<file path="src/rtl/snake_matrix_scan.sv">
// Multiplexed LED matrix scanner with double-buffered frame memory.
// Rows are scanned one per row period; each period starts with a blanking
// interval, and the column on-time is scaled by a 4-bit brightness value.
module snake_matrix_scan #(
    parameter int unsigned ROWS       = 8,
    parameter int unsigned COLS       = 16,
    parameter int unsigned CLK_DIV    = 6250,
    parameter int unsigned BLANK      = 64,
    parameter int unsigned ACTIVE_LOW = 1
) (
    input  logic            MCLK,
    input  logic            RST_N,
    input  logic            WR_EN,
    input  logic [3:0]      WR_ROW,
    input  logic [COLS-1:0] WR_DATA,
    input  logic            SWAP,
    input  logic [3:0]      BRIGHT,
    output logic [ROWS-1:0] MATRIX_ROW,
    output logic [COLS-1:0] MATRIX_COL,
    output logic            FRAME_START,
    output logic            SWAP_PENDING,
    output logic            SWAP_DONE
);

    localparam int unsigned TW  = (CLK_DIV > 1) ? $clog2(CLK_DIV) : 1;
    localparam int unsigned RW  = $clog2(ROWS);
    localparam int unsigned CW  = TW + 5;
    localparam logic        OFF = (ACTIVE_LOW != 0);

    logic [TW-1:0]   tick;
    logic [TW-1:0]   tick_nxt;
    logic [RW-1:0]   row;
    logic [RW-1:0]   row_nxt;
    logic            started;
    logic            sel;
    logic [3:0]      bright_q;
    logic [COLS-1:0] buf0 [ROWS];
    logic [COLS-1:0] buf1 [ROWS];

    logic            boundary_c;
    logic            swap_now_c;
    logic            wr_ok_c;
    logic [3:0]      bright_use_c;
    logic            unblank_c;
    logic [CW-1:0]   lhs_c;
    logic [CW-1:0]   rhs_c;
    logic [COLS-1:0] front_row_c;
    logic [ROWS-1:0] row_on_c;
    logic [COLS-1:0] col_on_c;

    // Next tick/row; counters hold at zero for the first cycle after reset.
    always_comb begin
        tick_nxt = tick;
        row_nxt  = row;
        if (started) begin
            if (tick == TW'(CLK_DIV - 1)) begin
                tick_nxt = '0;
                row_nxt  = (row == RW'(ROWS - 1)) ? '0 : row + RW'(1);
            end else begin
                tick_nxt = tick + TW'(1);
            end
        end
    end

    // Frame-boundary, swap and write qualification.
    always_comb begin
        boundary_c = started && (tick == TW'(CLK_DIV - 1)) && (row == RW'(ROWS - 1));
        swap_now_c = boundary_c && SWAP_PENDING;
        wr_ok_c    = WR_EN && (32'(WR_ROW) < ROWS);
    end

    // Output levels for the upcoming cycle, so registered outputs match its row/tick.
    always_comb begin
        bright_use_c = (tick == TW'(BLANK)) ? BRIGHT : bright_q;
        unblank_c    = (tick_nxt >= TW'(BLANK));
        lhs_c        = (CW'(tick_nxt) - CW'(BLANK)) << 4;
        rhs_c        = CW'(CLK_DIV - BLANK) * (CW'(bright_use_c) + CW'(1));
        front_row_c  = sel ? buf1[row_nxt] : buf0[row_nxt];
        row_on_c     = '0;
        col_on_c     = '0;
        if (unblank_c) begin
            row_on_c = ROWS'(1) << row_nxt;
            if (lhs_c < rhs_c) begin
                col_on_c = front_row_c;
            end
        end
    end

    // Counters, swap control, brightness latch and registered outputs.
    always_ff @(posedge MCLK) begin
        if (!RST_N) begin
            tick         <= '0;
            row          <= '0;
            started      <= 1'b0;
            sel          <= 1'b0;
            bright_q     <= '0;
            SWAP_PENDING <= 1'b0;
            SWAP_DONE    <= 1'b0;
            FRAME_START  <= 1'b0;
            MATRIX_ROW   <= {ROWS{OFF}};
            MATRIX_COL   <= {COLS{OFF}};
        end else begin
            tick         <= tick_nxt;
            row          <= row_nxt;
            started      <= 1'b1;
            sel          <= sel ^ swap_now_c;
            if (started && (tick == TW'(BLANK))) begin
                bright_q <= BRIGHT;
            end
            SWAP_PENDING <= swap_now_c ? 1'b0 : (SWAP_PENDING | SWAP);
            SWAP_DONE    <= swap_now_c;
            FRAME_START  <= (tick_nxt == '0) && (row_nxt == '0);
            MATRIX_ROW   <= row_on_c ^ {ROWS{OFF}};
            MATRIX_COL   <= col_on_c ^ {COLS{OFF}};
        end
    end

    // Frame buffers; writes always target the buffer not currently displayed.
    always_ff @(posedge MCLK) begin
        if (!RST_N) begin
            for (int i = 0; i < int'(ROWS); i++) begin
                buf0[i] <= '0;
                buf1[i] <= '0;
            end
        end else if (wr_ok_c) begin
            if (sel) begin
                buf0[RW'(WR_ROW)] <= WR_DATA;
            end else begin
                buf1[RW'(WR_ROW)] <= WR_DATA;
            end
        end
    end

endmodule

</file>
<file path="config.mk">
export PLATFORM = sky130hd
export DESIGN_NAME = snake_matrix_scan
export DESIGN_NICKNAME = d
export VERILOG_FILES = /design/src/rtl/snake_matrix_scan.sv
export SDC_FILE = /design/constraint.sdc
export NUM_CORES = 1
export LEC_CHECK = 0
export ABC_AREA = 1
export CORE_MARGIN = 2
export CORE_UTILIZATION = 50
export CTS_CLUSTER_DIAMETER = 120
export CTS_CLUSTER_SIZE = 30
export DETAILED_ROUTE_END_ITERATION = 7
export PLACE_DENSITY = 0.67
export RECOVER_POWER = 100
export SKIP_CTS_REPAIR_TIMING = 1
export SLEW_MARGIN = 20
export SYNTH_ARGS = -nofsm -noshare
export SYNTH_HDL_FRONTEND = slang
export SYNTH_SLANG_ARGS = --single-unit
</file>
<file path="constraint.sdc">
create_clock -name MCLK -period 7.86 [get_ports MCLK]
set_input_delay 1.572 -clock MCLK [delete_from_list [all_inputs] [get_ports MCLK]]
set_output_delay 1.572 -clock MCLK [all_outputs]
set_load 0.005 [all_outputs]
</file>
Yosys cells after proc, flatten, opt, wreduce, memory -nomap -nowiden
Memory sizes are Yosys's and may differ from the RTL's.
Index checks and enable logic that the tools add are counted.
W data, S select, Z words.
{"block": "totals", "regBits": 49, "ram_bits": 256, "inputBits": 28, "out_inout_bits": 27, "elab_cells": 66, "mem_count": 2}
{"memory": "buf0", "words": 8, "width": 16, "read_ports": 1, "rd_ports_with_merged_regs": 0, "wr": 8, "line": "37", "rtl": "logic [COLS-1:0] buf0 [ROWS];"}
{"memory": "buf1", "words": 8, "width": 16, "read_ports": 1, "rd_ports_with_merged_regs": 0, "wr": 8, "line": "38", "rtl": "logic [COLS-1:0] buf1 [ROWS];"}
{"block": "classes", "n_addsub": 4, "n_mul": 1, "magnitude_cmp": 3, "eq_ne": 3, "n_shift": 1, "n_mux": 26, "bitwise_logic": 5, "n_reduce_logical": 11}
{"op": "$mux W16", "count": 5}
{"op": "$reduce_or A16 Y1", "count": 2}
{"op": "$mux W13", "count": 2}
{"op": "$lt A18 B18 Y1", "count": 1}
{"op": "$mul A12 B5 Y17 const A", "count": 1}
{"op": "$not A16 Y16", "count": 1}
{"op": "$mux W3", "count": 5}
{"op": "$sub A13 B7 Y14 const B", "count": 1}
{"op": "$add A13 B1 Y13 const B", "count": 1}
{"op": "$eq A13 B13 Y1 const B", "count": 1}
{"op": "$eq A13 B7 Y1 const B", "count": 1}
{"op": "$ge A13 B7 Y1 const B", "count": 1}
{"op": "$logic_not A13 Y1", "count": 1}
{"op": "$mux W1", "count": 12}
{"op": "$mux W8", "count": 1}
{"op": "$not A8 Y8", "count": 1}
{"op": "$shl A1 B3 Y8 const A", "count": 1}
{"op": "$logic_and A1 B1 Y1", "count": 6}
{"op": "$add A4 B1 Y5 const B", "count": 1}
{"op": "$lt A4 B4 Y1 const B", "count": 1}
{"op": "$mux W4", "count": 1}
{"op": "$add A3 B1 Y3 const B", "count": 1}
{"op": "$eq A3 B3 Y1 const B", "count": 1}
{"op": "$logic_not A3 Y1", "count": 1}
{"op": "other kinds (4)", "count": 4}

Depth between registers and ports, before layout
Gate-level depths: netlist of the first run.
An unclocked memory read counts as a cell.
{"block": "depth", "word_depth": 9, "ltp_mapped": 31, "ltp_nobuf": 30}

Worst setup path after synthesis of the first run
Ideal clock, no wire load.
{"block": "synth_timing", "path_kind": "input port to flip-flop", "start": "in BRIGHT[0]", "end": "reg MATRIX_COL[10]", "setup_ns": 0.120, "t_arrival_ns": 4.722, "t_required_ns": 7.740, "slack_ns": 3.018, "cell_stages": 25, "path_buffers": 1, "cell_sequence": "nand3_1 > nand2_1 > nand2_1 > nor2_1 > xor2_1 > ha_1 > inv_1 > fa_1 > inv_1 > ha_1 > nand2_1 > a21oi_1 > inv_1 > nor2_1 > o21ai_0 > ha_1 > a21oi_1 > o21ai_0 > nand3_1 > nand2_1 > a21oi_1 > nand3_1 > a21oi_4 > buf_6 > nand3_1"}
{"block": "synth_via", "elab_chain_cells": 7}
{"item": "start: declaration", "line": "17", "rtl": "input logic [3:0] BRIGHT,"}
{"item": "$mux W4", "line": "74", "rtl": "bright_use_c = (tick == TW'(BLANK)) ? BRIGHT : bright_q;"}
{"item": "$add A4 B1 Y5", "line": "77", "rtl": "rhs_c = CW'(CLK_DIV - BLANK) * (CW'(bright_use_c) + CW'(1));"}
{"item": "$mul A12 B5 Y17", "line": "77"}
{"item": "$lt A18 B18 Y1", "line": "83", "rtl": "if (lhs_c < rhs_c) begin"}
{"item": "$mux W16", "line": "83"}
{"item": "$mux W16", "line": "81", "rtl": "if (unblank_c) begin"}
{"item": "$not A16 Y16 (no line)"}
{"item": "end signal: assignment", "line": "101", "rtl": "MATRIX_COL <= {COLS{OFF}};"}
{"item": "end signal: assignment", "line": "114", "rtl": "MATRIX_COL <= col_on_c ^ {COLS{OFF}};"}
{"item": "end: declaration", "line": "19", "rtl": "output logic [COLS-1:0] MATRIX_COL,"}
No other way between the ends.
A chain may end at the register's enable or synchronous reset.

Final worst setup path of the first run
{"block": "layout_timing", "start": "in BRIGHT[0]", "end": "reg MATRIX_COL[14]"}
The elaborated chain is that of the path after synthesis.

==> results.sh, run 1 <==
export IMPL_cts_buffer_depth=3
export IMPL_p_leak_nw=7.71
export IMPL_grt_pass1_wl_mm=66.4
export IMPL_vias_per_cell=5.37
export IMPL_synth_top_flop_cell="edfxtp_1"
export IMPL_fin_nets=1961
export IMPL_syn_cell_area_sq_mm=0.0159
export IMPL_worst_pin_slew_ns=1.72
export IMPL_fin_area_sq_mm=0.0170
export IMPL_rsz0062_at_grt="false"
export IMPL_grt_use_total=0.260
export IMPL_cp_data_arrival_time_ns=6.71
export IMPL_cp_start_kind="primary input"
export IMPL_cp_depth=26
export IMPL_grt_ovfl_total=0
export IMPL_ys_seq_area_frac=0.546
export IMPL_via_count=12372
export IMPL_antenna_cells=0
export IMPL_final_period_utilization=0.811
export IMPL_fillers=2934
export IMPL_reg2reg_to="MATRIX_COL[14]$_SDFF_PN1_"
export IMPL_drt_total_wl_mm=42.6
export IMPL_status="complete, but fails checks"
export IMPL_post_dp_cell_area_sq_mm=0.0166
export IMPL_grt_max_degree=69
export IMPL_crit_required_ns=8.20
export IMPL_grt_pass1_vias=11564
export IMPL_fin_tns_setup_ns=0
export IMPL_drt_iter0_drc=1454
export IMPL_clk_root_buffer_cell="clkbuf_16"
export IMPL_failed_checks="capacitance limit, slew limit"
export IMPL_power_total_mw=2.90
export IMPL_dieHeight_um=182
export IMPL_p_per_area_mw_per_mm2=171
export IMPL_cp_common_cell="nand3_1"
export IMPL_drive_above_1_share=0.0289
export IMPL_drv_cap=1
export IMPL_cp_max_fo=16
export IMPL_core_area_sq_mm=0.0314
export IMPL_dieArea_sq_mm=0.0332
export IMPL_whs_ns=0.465
export IMPL_gp_routability_congestion=0.858
export IMPL_place_inst=2279
export IMPL_max_freq_mhz=157
export IMPL_min_period_ns=6.37
export IMPL_crit_end="MATRIX_COL[14]$_SDFF_PN1_"
export IMPL_syn_inst=1904
export IMPL_postSynthAreaPerCell_sq_um=8.34
export IMPL_post_route_drc_count=0
export IMPL_drt_first_pass_iters=6
export IMPL_die_w_um=182
export IMPL_instances_no_fill=2303
export IMPL_end_kind="flip-flop"
export IMPL_cp_startpoint="BRIGHT[0]"
export IMPL_cts_buffers=14
export IMPL_peakVddDrop_mv=0.207
export IMPL_ys_warn_count=0
export IMPL_async_reset_ff_frac=0
export IMPL_rrSetupSlack_ns=1.95
export IMPL_io_pin_count=55
export IMPL_yosysUniqueCellTypes=41
export IMPL_grt_antenna_before_repair=0
export IMPL_start_util=0.506
export IMPL_cts_sinks=305
export IMPL_hold_path_class="reg2reg"
export IMPL_setup_viol=0
export IMPL_clk_pin_slew_ns=0.11
export IMPL_ant_nets=0
export IMPL_drv_slew=17
export IMPL_skew_ns=0.0252
export IMPL_rows=65
export IMPL_area_growth_pct=7.06
export IMPL_slew_headroom=-0.145
export IMPL_cts_tree="done"
export IMPL_dp_hpwl_mm=26.4
export IMPL_synth_nets=1972
export IMPL_critical_path_top_delay_family="compound AO/OA/AOI/OAI gates"
export IMPL_max_stage_delay_ns=1.29
export IMPL_r2r_start="tick[0]$_SDFF_PN0_"
export IMPL_crit_buf_inv=5
export IMPL_routedWlPerCell_um=18.5
export IMPL_criticalPathCategory="in2reg"
export IMPL_buffer_ports_inserted=54
export IMPL_clkLatencyLatePin_ns=0.52
export IMPL_ys_seq_elements=305
export IMPL_synth_edff_count=256
export IMPL_reg2reg_depth=30
export IMPL_htree_levels=1
export IMPL_cpMaxStageDelayCell="a21oi_1"
export IMPL_hold_viol=0
==> Yosys cell counts, types with 4 or more instances <==
library cell / number / area [sq um]
dfxtp_1: 49 / 981
nand3_1: 181 / 906
o21ai_0: 12 / 60.1
nand2_1: 528 / 1980
nor3_1: 6 / 30.0
ha_1: 39 / 488
clkbuf_1: 56 / 210
nand3b_1: 51 / 383
edfxtp_1: 256 / 7690
buf_6: 4 / 45.0
nor2_1: 305 / 1140
inv_2: 7 / 26.3
a21oi_1: 12 / 60.1
inv_1: 282 / 1060
buf_1: 6 / 22.5
buf_2: 31 / 155
buf_4: 4 / 30.0
nand4_1: 27 / 169
nor2_2: 5 / 31.3
xor2_1: 10 / 87.6
==> sequential cells by signal, summed over array words and instances, names as in the netlist, 3 cells and up <==
signal,flops
buf0,128
buf1,128
MATRIX_COL,16
tick,13
MATRIX_ROW,8
bright_q,4
row,3
==> layout by cell type, fill, tap and decap left out, types with 3 or more instances in the layout <==
cell type        synthesis  routed
nand3_1                181     181
nor3_1                   6       6
xor2_1                  10      10
nand4_1                 27      27
buf_4                    4       8
nand2_2                  3       4
inv_1                  282     282
o21ai_0                 12      12
xnor2_1                  3       3
nand3b_1                51      51
nor2_2                   5       4
nor2_1                 305     306
clkdlybuf4s50_1          0      26
a21oi_1                 12      13
ha_1                    39      39
clkbuf_16                0      15
edfxtp_1               256     256
dfxtp_1                 49      49
nand2_1                528     526
o21ai_1                  3       3
dlygate4sd3_1            0      28
clkbuf_1                56      18
inv_2                    7       7
==> worst min path at each step <==
stage | from | cells after the start | end | slack [ns]
final | bright_q[1]$_SDFFE_PN0P_ | 2 | bright_q[1]$_SDFFE_PN0P_ | 0.47
after CTS | bright_q[1]$_SDFFE_PN0P_ | 2 | bright_q[1]$_SDFFE_PN0P_ | 0.47
after detailed placement | bright_q[1]$_SDFFE_PN0P_ | 2 | bright_q[1]$_SDFFE_PN0P_ | 0.45
after global routing | bright_q[2]$_SDFFE_PN0P_ | 2 | bright_q[2]$_SDFFE_PN0P_ | 0.50
after global placement | bright_q[1]$_SDFFE_PN0P_ | 2 | bright_q[1]$_SDFFE_PN0P_ | 0.43
after floorplan | bright_q[1]$_SDFFE_PN0P_ | 2 | bright_q[1]$_SDFFE_PN0P_ | 0.42
==> power by group <==
part	switching, mW	leakage, nW	internal [mW]
Clock	0.530	0.211	0.377
Combinational	0.136	4.45	0.0477
Sequential	0.0150	3.04	1.80
Total	0.680	7.71	2.22
==> worst reg2reg max path: cells and delay by family (launching register included) <==
| kind | cells | cell delay [ns] |
|---|---|---|
| buffers and inverters | 5 | 0.37 |
| DFF | 1 | 0.52 |
| and+or+nand+nor | 14 | 1.64 |
| AOI/OAI and AO/OA | 6 | 1.90 |
| adders and majority gates | 5 | 1.29 |
==> metal layers <==
layer / vias up / GRT usage / share of wire
met4: 0 / 0.0684 / 0.028
met5: - / 0 / 0
li1: 5960 / - / -
met2: 512 / 0.416 / 0.46
met3: 61 / 0.0307 / 0.081
met1: 5839 / 0.379 / 0.43
==> kinds of logic (layout without fill, tap and decap cells) <==
family / Yosys count / after routing / synth area share
flops: 305 / 305 / 0.546
xor+xnor: 13 / 13 / 0.00717
buf+inv: 392 / 389 / 0.0982
simple gates: 1120 / 1120 / 0.304
fa+ha+maj: 40 / 40 / 0.0320
compound gates: 34 / 34 / 0.0126
==> metrics by stage <==
stage / util / setup slack (ns)
floorplan: - / 3.02
finish: 0.542 / 1.49
detailed placement: 0.530 / 1.77
global route: 0.542 / 1.01
global placement: 0.530 / 1.84
CTS: 0.544 / 2.30
==> final cells by class <==
type                            count  area (sq um)  area share
Clock inverter                      2          25.0     0.00147
Tap cell                          402           503      0.0296
Timing Repair Buffer               74           646      0.0380
Inverter                          291          1100      0.0645
Clock buffer                       22           412      0.0242
Multi-Input combinational cell   1207          5660       0.333
Sequential cell                   305          8670       0.510
(Power assumes the default switching activity.)
==> run 2, diff against run 1 <==
- clock period: 7.86 -> 6.1 ns (I/O delays scaled with it)
==> results.sh, run 2 (same netlist as run 1, synthesis figures left out) <==
export IMPL_rows=65
export IMPL_grt_pass1_vias=11779
export IMPL_min_period_ns=5.22
export IMPL_rrSetupSlack_ns=1.07
export IMPL_whs_ns=0.468
export IMPL_cts_tree="done"
export IMPL_grt_ovfl_total=0
export IMPL_rsz0062_at_grt="false"
export IMPL_max_freq_mhz=191
export IMPL_criticalPathCategory="in2reg"
export IMPL_use_met1=0.382
export IMPL_antenna_cells=0
export IMPL_cp_max_fo=16
export IMPL_p_per_area_mw_per_mm2=218
export IMPL_reg2reg_to="MATRIX_COL[7]$_SDFF_PN1_"
export IMPL_r2r_start="tick[0]$_SDFF_PN0_"
export IMPL_slew_headroom=0.121
export IMPL_layout_cells_most_common="nand2_1"
export IMPL_dp_hpwl_mm=27.2
export IMPL_worst_pin_slew_ns=1.32
export IMPL_post_route_drc_count=0
export IMPL_worst_slack_ns=0.876
export IMPL_grt_use_met2=0.433
export IMPL_skew_ns=0.0383
export IMPL_dieArea_sq_mm=0.0332
export IMPL_clk_root_buffer_cell="clkbuf_16"
export IMPL_grt_antenna_before_repair=0
export IMPL_htree_levels=1
export IMPL_most_common_layout_cells="nand2_1 (526), nor2_1 (306), inv_1 (282)"
export IMPL_crit_end="MATRIX_COL[7]$_SDFF_PN1_"
export IMPL_core_area_sq_mm=0.0314
export IMPL_drive_above_1_share=0.0304
export IMPL_top_usage_layer="met2"
export IMPL_drt_iter0_drc=1532
export IMPL_die_w_um=182
export IMPL_status="completed"
export IMPL_cts_buffer_depth=3
export IMPL_grt_pass1_wl_mm=67.9
export IMPL_crit_required_ns=6.48
export IMPL_end_kind="flip-flop"
export IMPL_drt_first_pass_iters=6
export IMPL_ant_nets=0
export IMPL_grt_use_total=0.266
export IMPL_cp_startpoint="BRIGHT[0]"
export IMPL_cts_buffers=14
export IMPL_cp_data_arrival_time_ns=5.61
export IMPL_reg_largest_list="buf0: 128 flops, buf1: 128 flops, MATRIX_COL: 16 flops"
export IMPL_final_period_utilization=0.856
export IMPL_routedWlPerCell_um=18.9
export IMPL_peakVddDrop_mv=0.245
export IMPL_drv_cap=0
export IMPL_drt_total_wl_mm=43.7
export IMPL_drv_slew=0
export IMPL_hold_path_class="reg2reg"
export IMPL_vias_per_cell=5.39
export IMPL_use_met3=0.0275
export IMPL_via_count=12453
export IMPL_clkLatencyLatePin_ns=0.52
export IMPL_gp_routability_congestion=0.882
export IMPL_hold_viol=0
export IMPL_fin_nets=1970
export IMPL_dieHeight_um=182
export IMPL_setup_viol=0
export IMPL_fin_tns_setup_ns=0
export IMPL_p_leak_nw=7.73
export IMPL_reg2reg_depth=32
export IMPL_min_from="bright_q[0]$_SDFFE_PN0P_"
export IMPL_buffer_ports_inserted=54
export IMPL_cts_sinks=305
export IMPL_area_growth_pct=7.41
export IMPL_start_util=0.506
export IMPL_clk_pin_slew_ns=0.12
export IMPL_io_pin_count=55
export IMPL_dp_slack_ns=0.619
export IMPL_grt_max_degree=68
export IMPL_cp_start_kind="primary input"
run 2: final cells by class:
type / count / area [sq um]
clock buffer: 23 / 405
clock inverter: 1 / 30.0
fill: 2951 / 14300
inverter: 291 / 1100
multi-input combinational: 1207 / 5670
sequential: 305 / 8670
tap: 402 / 503
timing repair buffer: 83 / 692
run 2: critical path: stages:
cell and delay, ns:
dlygate4sd3_1 0.55, nand3_1 0.10, nand2_1 0.23, ha_1 0.22
nand3_1 0.10, nor2_1 0.09, buf_4 0.14, inv_1 0.04
nand2_1 0.07, inv_1 0.06, fa_1 0.44, inv_1 0.09
ha_1 0.19, nand2_1 0.06, a21oi_1 0.20, inv_1 0.06
nor2_1 0.07, o21ai_0 0.11, ha_1 0.22, a21oi_1 0.14
o21ai_0 0.09, nand3_1 0.07, nand2_1 0.05, a21oi_1 0.13
nand3_1 0.15, a21oi_4 0.13, clkbuf_2 0.42, nand3_1 0.15
run 2: worst min-delay path by stage:
stage / end / slack, ns / cells after the start
floorplan: bright_q[1]$_SDFFE_PN0P_ / 0.42 / 2
global placement: bright_q[1]$_SDFFE_PN0P_ / 0.43 / 2
detailed placement: bright_q[1]$_SDFFE_PN0P_ / 0.45 / 2
CTS: bright_q[1]$_SDFFE_PN0P_ / 0.47 / 2
global route: bright_q[1]$_SDFFE_PN0P_ / 0.50 / 2
finish: bright_q[0]$_SDFFE_PN0P_ / 0.47 / 2
run 2: stage by stage:
stage / instance area, sq um / cells / power, mW / utilization
after floorplan: 15900 / 1904 / 2.52 / -
after global placement: 16700 / 2288 / 2.62 / 0.532
after detailed placement: 16700 / 2288 / 2.62 / 0.532
after CTS: 17100 / 2312 / 3.74 / 0.546
after global routing: 17100 / 2312 / 3.83 / 0.544
final: 17100 / 2312 / 3.72 / 0.544
run 2: power breakdown:
part | internal (mW) | switching [mW]
registers | 2.32 | 0.0193
clock network | 0.476 | 0.670
logic | 0.0615 | 0.177
total | 2.86 | 0.866
run 2: routing by layer:
| layer | vias up | wire [um] |
|---|---|---|
| met5 | - | 0 |
| met1 | 5934 | 19300 |
| met3 | 62 | 3190 |
| met4 | 0 | 1120 |
| li1 | 5982 | - |
| met2 | 475 | 20100 |
==> run 3, diff against run 2 <==
- ABC_AREA: 1 -> 0
==> results.sh, run 3 <==
export IMPL_status="complete, but fails checks"
export IMPL_failed_checks="capacitance limit, slew limit"
export IMPL_hold_viol=0
export IMPL_grt_ovfl_total=0
export IMPL_regArea_sq_mm=0.00867
export IMPL_clk_pin_slew_ns=0.11
export IMPL_grt_pass1_wl_mm=54.5
export IMPL_cts_buffers=14
export IMPL_cts_tree="done"
export IMPL_setup_viol=0
export IMPL_cpMaxStageDelayCell="or4b_2"
export IMPL_cts_sinks=305
export IMPL_place_inst=1577
export IMPL_post_route_drc_count=0
export IMPL_area_growth_pct=8.51
export IMPL_core_area_sq_mm=0.0289
export IMPL_dp_hpwl_mm=23.0
export IMPL_crit_required_ns=6.47
export IMPL_cts_buffer_depth=3
export IMPL_synth_top_cell_area_share=0.521
export IMPL_layout_cells_most_common="edfxtp_1"
export IMPL_via_count=9484
export IMPL_fin_tns_setup_ns=0
export IMPL_grt_pass1_vias=9407
export IMPL_drv_slew=138
export IMPL_postSynthAreaPerCell_sq_um=12.3
export IMPL_p_per_area_mw_per_mm2=224
export IMPL_criticalPathCategory="reg2reg"
export IMPL_drt_iter0_drc=662
export IMPL_rsz0062_at_grt="false"
export IMPL_drive_above_1_share=0.0617
export IMPL_ys_seq_elements=305
export IMPL_max_freq_mhz=173
export IMPL_dp_slack_ns=0.223
export IMPL_rows=62
export IMPL_buffer_ports_inserted=54
export IMPL_synth_edff_count=256
export IMPL_routedWlPerCell_um=22.3
export IMPL_end_kind="flip-flop"
export IMPL_worst_pin_slew_ns=3.10
export IMPL_ys_warn_count=0
export IMPL_power_total_mw=3.59
export IMPL_vias_per_cell=5.93
export IMPL_drt_first_pass_iters=7
export IMPL_syn_inst=1196
export IMPL_cp_data_arrival_time_ns=6.15
export IMPL_fin_nets=1277
export IMPL_max_stage_delay_ns=0.64
export IMPL_cp_start_kind="flip-flop"
export IMPL_io_pin_count=55
export IMPL_yosysUniqueCellTypes=50
export IMPL_grt_max_degree=66
export IMPL_clkLatencyLatePin_ns=0.52
export IMPL_skew_ns=0.0266
export IMPL_peakVddDrop_mv=0.147
export IMPL_synth_top_flop_cell="edfxtp_1"
export IMPL_reg_largest_list="buf0: 128 flops, buf1: 128 flops, MATRIX_COL: 16 flops"
export IMPL_final_period_utilization=0.947
export IMPL_most_common_layout_cells="edfxtp_1 (256), and2_0 (156), and2_1 (108)"
export IMPL_instances_no_fill=1600
export IMPL_drv_cap=4
export IMPL_dieHeight_um=176
export IMPL_synth_most_common_cell="and2_1"
export IMPL_ys_seq_area_frac=0.588
export IMPL_syn_cell_area_sq_mm=0.0147
export IMPL_async_reset_ff_frac=0
export IMPL_synth_nets=1264
export IMPL_slew_headroom=-1.09
export IMPL_synth_top_area_cell="edfxtp_1"
export IMPL_grt_antenna_before_repair=0
export IMPL_worst_slack_ns=0.320
export IMPL_antenna_cells=0
export IMPL_drt_total_wl_mm=35.8
export IMPL_clk_root_buffer_cell="clkbuf_16"
export IMPL_synth_area_top_cells="edfxtp_1 (52%), and2_1 (11%), dfxtp_1 (6.7%), o221ai_1 (4.8%), ha_1 (3.3%)"
export IMPL_p_leak_nw=5.56
export IMPL_gp_routability_congestion=0.817
export IMPL_cp_max_fo=16
export IMPL_fillers=2440
export IMPL_multi_input_area_sq_mm=0.00567
export IMPL_hold_path_class="reg2reg"
export IMPL_start_util=0.511
export IMPL_ant_nets=0
export IMPL_synthTopCellsByCount="and2_1 (264), edfxtp_1 (256), nor2_1 (105), o221ai_1 (80), clkbuf_1 (61)"
export IMPL_htree_levels=1
export IMPL_die_w_um=176
export IMPL_grt_use_total=0.231
export IMPL_min_period_ns=5.78
export IMPL_whs_ns=0.492
export IMPL_dieArea_sq_mm=0.0309
[run 3: report_power, final]
group | internal [mW] | leakage, nW | switching (mW) | total [mW]
logic | 0.0449 | 2.32 | 0.106 | 0.151
registers | 2.32 | 3.04 | 0.0197 | 2.34
clock network | 0.449 | 0.203 | 0.652 | 1.10
[run 3: kinds of logic after synthesis]
kind of cell | share of synthesized area
flip-flops | 0.588
XOR/XNOR | 0.0172
AO/OA/AOI/OAI | 0.0861
adder cells (fa/ha/maj) | 0.0345
AND/OR/NAND/NOR | 0.181
buffers and inverters | 0.0316
multiplexers | 0.0614
[run 3: critical path, delay by kind of cell (launching register included)]
kind | cells | cell delay (ns)
buffers and inverters | 5 | 0.65
AO/OA/AOI/OAI | 8 | 1.17
XOR/XNOR | 1 | 0.22
multiplexers | 2 | 0.55
AND/OR/NAND/NOR | 7 | 1.55
flip-flops | 1 | 0.38
adder cells (fa/ha/maj) | 5 | 1.13
[run 3: final timing paths]
check / start / to / slack (ns) / cells past startpoint
setup reg to reg: tick[0]$_SDFF_PN0_ / MATRIX_COL[1]$_SDFF_PN1_ / 0.32 / 28
setup / recovery: tick[0]$_SDFF_PN0_ / MATRIX_COL[1]$_SDFF_PN1_ / 0.32 / 28
hold reg to reg: bright_q[1]$_SDFFE_PN0P_ / bright_q[1]$_SDFFE_PN0P_ / 0.49 / 2
hold / removal: bright_q[1]$_SDFFE_PN0P_ / bright_q[1]$_SDFFE_PN0P_ / 0.49 / 2
[run 3: per-layer routing]
| metal | GRT usage | up-vias | part of all wire |
|---|---|---|---|
| li1 | - | 4388 | - |
| met1 | 0.292 | 4758 | 0.41 |
| met2 | 0.420 | 272 | 0.52 |
| met3 | 0.0258 | 66 | 0.046 |
| met4 | 0.0658 | 0 | 0.030 |
| met5 | 0 | - | 0 |
[run 3: final cells by class]
cell class,count,share of cell area
multi-input combinational,787,0.354
inverter,17,0.00399
clock buffer,19,0.0231
sequential,305,0.542
tap,384,0.0300
clock inverter,4,0.00305
timing repair buffer,84,0.0435
[run 3: per-stage QoR]
stage,cell area (sq um),util
2_1_floorplan,14700,-
3_3_place_gp,15700,0.543
3_5_place_dp,15700,0.543
4_1_cts,16100,0.557
5_1_grt,16000,0.554
6_report,16000,0.554
==> patch (settings of run 1) <==
`CLK_DIV`: 6250 -> 25000.
--- a/src/rtl/snake_matrix_scan.sv
+++ b/src/rtl/snake_matrix_scan.sv
@@ -5,5 +5,5 @@
     parameter int unsigned ROWS       = 8,
     parameter int unsigned COLS       = 16,
-    parameter int unsigned CLK_DIV    = 6250,
+    parameter int unsigned CLK_DIV    = 25000,
     parameter int unsigned BLANK      = 64,
     parameter int unsigned ACTIVE_LOW = 1
Formal check against the unedited RTL: no difference found for any inputs over 10 cycles, from zero or initial values and one cycle with RST_N low; that may be too few to reach the edited logic, so the function may still have changed.
==> patch against run 1 <==
  * Final area increased by 1.9%
  * Critical path type unchanged
  * Final cell count decreased by 0.17%
  * Sequential cell count increased by 2
  * Die area increased by 1.8%
  * Area after synthesis increased by 1.9%
  * Setup slack got worse by 420 ps
  * Highest routed layer unchanged
  * Power decreased by 0.32%
  * Wire length increased by 0.51%
  * Critical endpoint is now MATRIX_COL[0]
==> patch: results (changes against run 1) <==
* Synthesized area per cell at 8.51 um^2 (+2.0%)
* Clk slew on worst S/H paths at 110 ps (about the same)
* GR Util All Layers at 0.256 (-0.00449)
* Fin cells at 2,299 (-0.17%)
* Status: completed
* Drt wl/cell at 18.6 um (+0.69%)
* Ranking of synthesized cells by area: edfxtp_1 47%, nand2_1 11%, nor2_1 7.4%
* Vias per cell at 5.50 (+2.4%)
* CP max stage delay at 540 ps (-750 ps)
* Worst path slowest cell: dlygate4sd3_1
* Synth Net Count at 1,984 (+0.61%)
* Worst R2R End: MATRIX_COL[0]
* Leak Pwr at 7.54 nW (-2.2%)
* Unique masters post-synth at 37 (-9.8%)
* R2R depth at 32 (+6.7%)
* R2r setup slk at 1520 ps (-430 ps)
* Clk_skew at 22.7 ps (-2.51 ps)
* Final GP Congestion at 0.895 (+4.2%)
* DR iter-0 viols at 1,312 (-9.8%)
* HPWL Detailed at 27,200 um (+3.0%)
* Sequential fraction of the synthesis area at 0.538 (-0.00761)
* Share of cells above drive strength 1 at 0.0279 (-0.000993)
* # fillers at 2,947 (+0.44%)
* Commonest cells in the netlist: 483 x nand2_1, 317 x nor2_1, 256 x edfxtp_1
* Slew HR at 0.0175 (+0.163)
* Pin count of the biggest net entering global routing at 91 (+32%)
* Crit path DAT at 7180 ps (+470 ps)
patch: cell type report:
cell class / instances / share of cell area
clock buffer: 22 / 0.0232
multi-input combinational: 1251 / 0.355
tap: 402 / 0.0290
timing repair buffer: 77 / 0.0377
sequential: 307 / 0.502
inverter: 238 / 0.0515
clock inverter: 2 / 0.00152
patch: critical path, delay by kind of cell:
family / cells / cell delay (ps)
adders and majority gates: 6 / 1960
xor gates and xnor gates: 1 / 160
and+or+nand+nor: 18 / 1860
AOI/OAI and AO/OA: 1 / 340
buffers and inverters: 4 / 1250
patch: worst max path at each step:
stage               startpoint              to  slack (ps)  depth (start not counted)
finish               BRIGHT[0]   MATRIX_COL[0]        1070                         30
global route         BRIGHT[0]   MATRIX_COL[0]         500                         28
CTS                  BRIGHT[0]  MATRIX_COL[12]        1380                         30
detailed placement   BRIGHT[0]  MATRIX_COL[13]         880                         30
global placement     BRIGHT[0]   MATRIX_COL[4]         860                         30
floorplan            BRIGHT[0]  MATRIX_COL[10]        1990                         29
patch: logic make-up (layout without fill, tap and decap cells):
kind of cell | after synthesis | after routing | share of synthesized area
buf+inv | 343 | 339 | 0.0836
compound gates | 60 | 60 | 0.0206
flops | 307 | 307 | 0.538
fa+ha+maj | 55 | 55 | 0.0439
simple gates | 1118 | 1118 | 0.304
xor+xnor | 18 | 18 | 0.00974
patch: power breakdown:
group	leakage [nW]	switching [mW]	internal, mW
registers	2.95	0.0164	1.82
logic	4.38	0.118	0.0502
clock network	0.207	0.522	0.369
patch: metrics by stage:
step	area (um^2)	hold slack (ps)	power (mW)	util	setup WS, ps
after global routing	17300	492	2.98	0.547	497
after floorplan	16200	430	1.97	-	1990
final	17300	471	2.89	0.547	1070
after global placement	17000	440	2.04	0.535	862
after CTS	17400	471	2.91	0.548	1380
after detailed placement	17000	453	2.04	0.535	877
patch: layer usage:
metal / vias to the layer above / track usage / routed length (um)
li1: 6072 / - / -
met1: 6009 / 0.373 / 18700
met2: 509 / 0.411 / 19900
met3: 59 / 0.0261 / 3340
met4: 0 / 0.0643 / 922
met5: - / 0 / 0
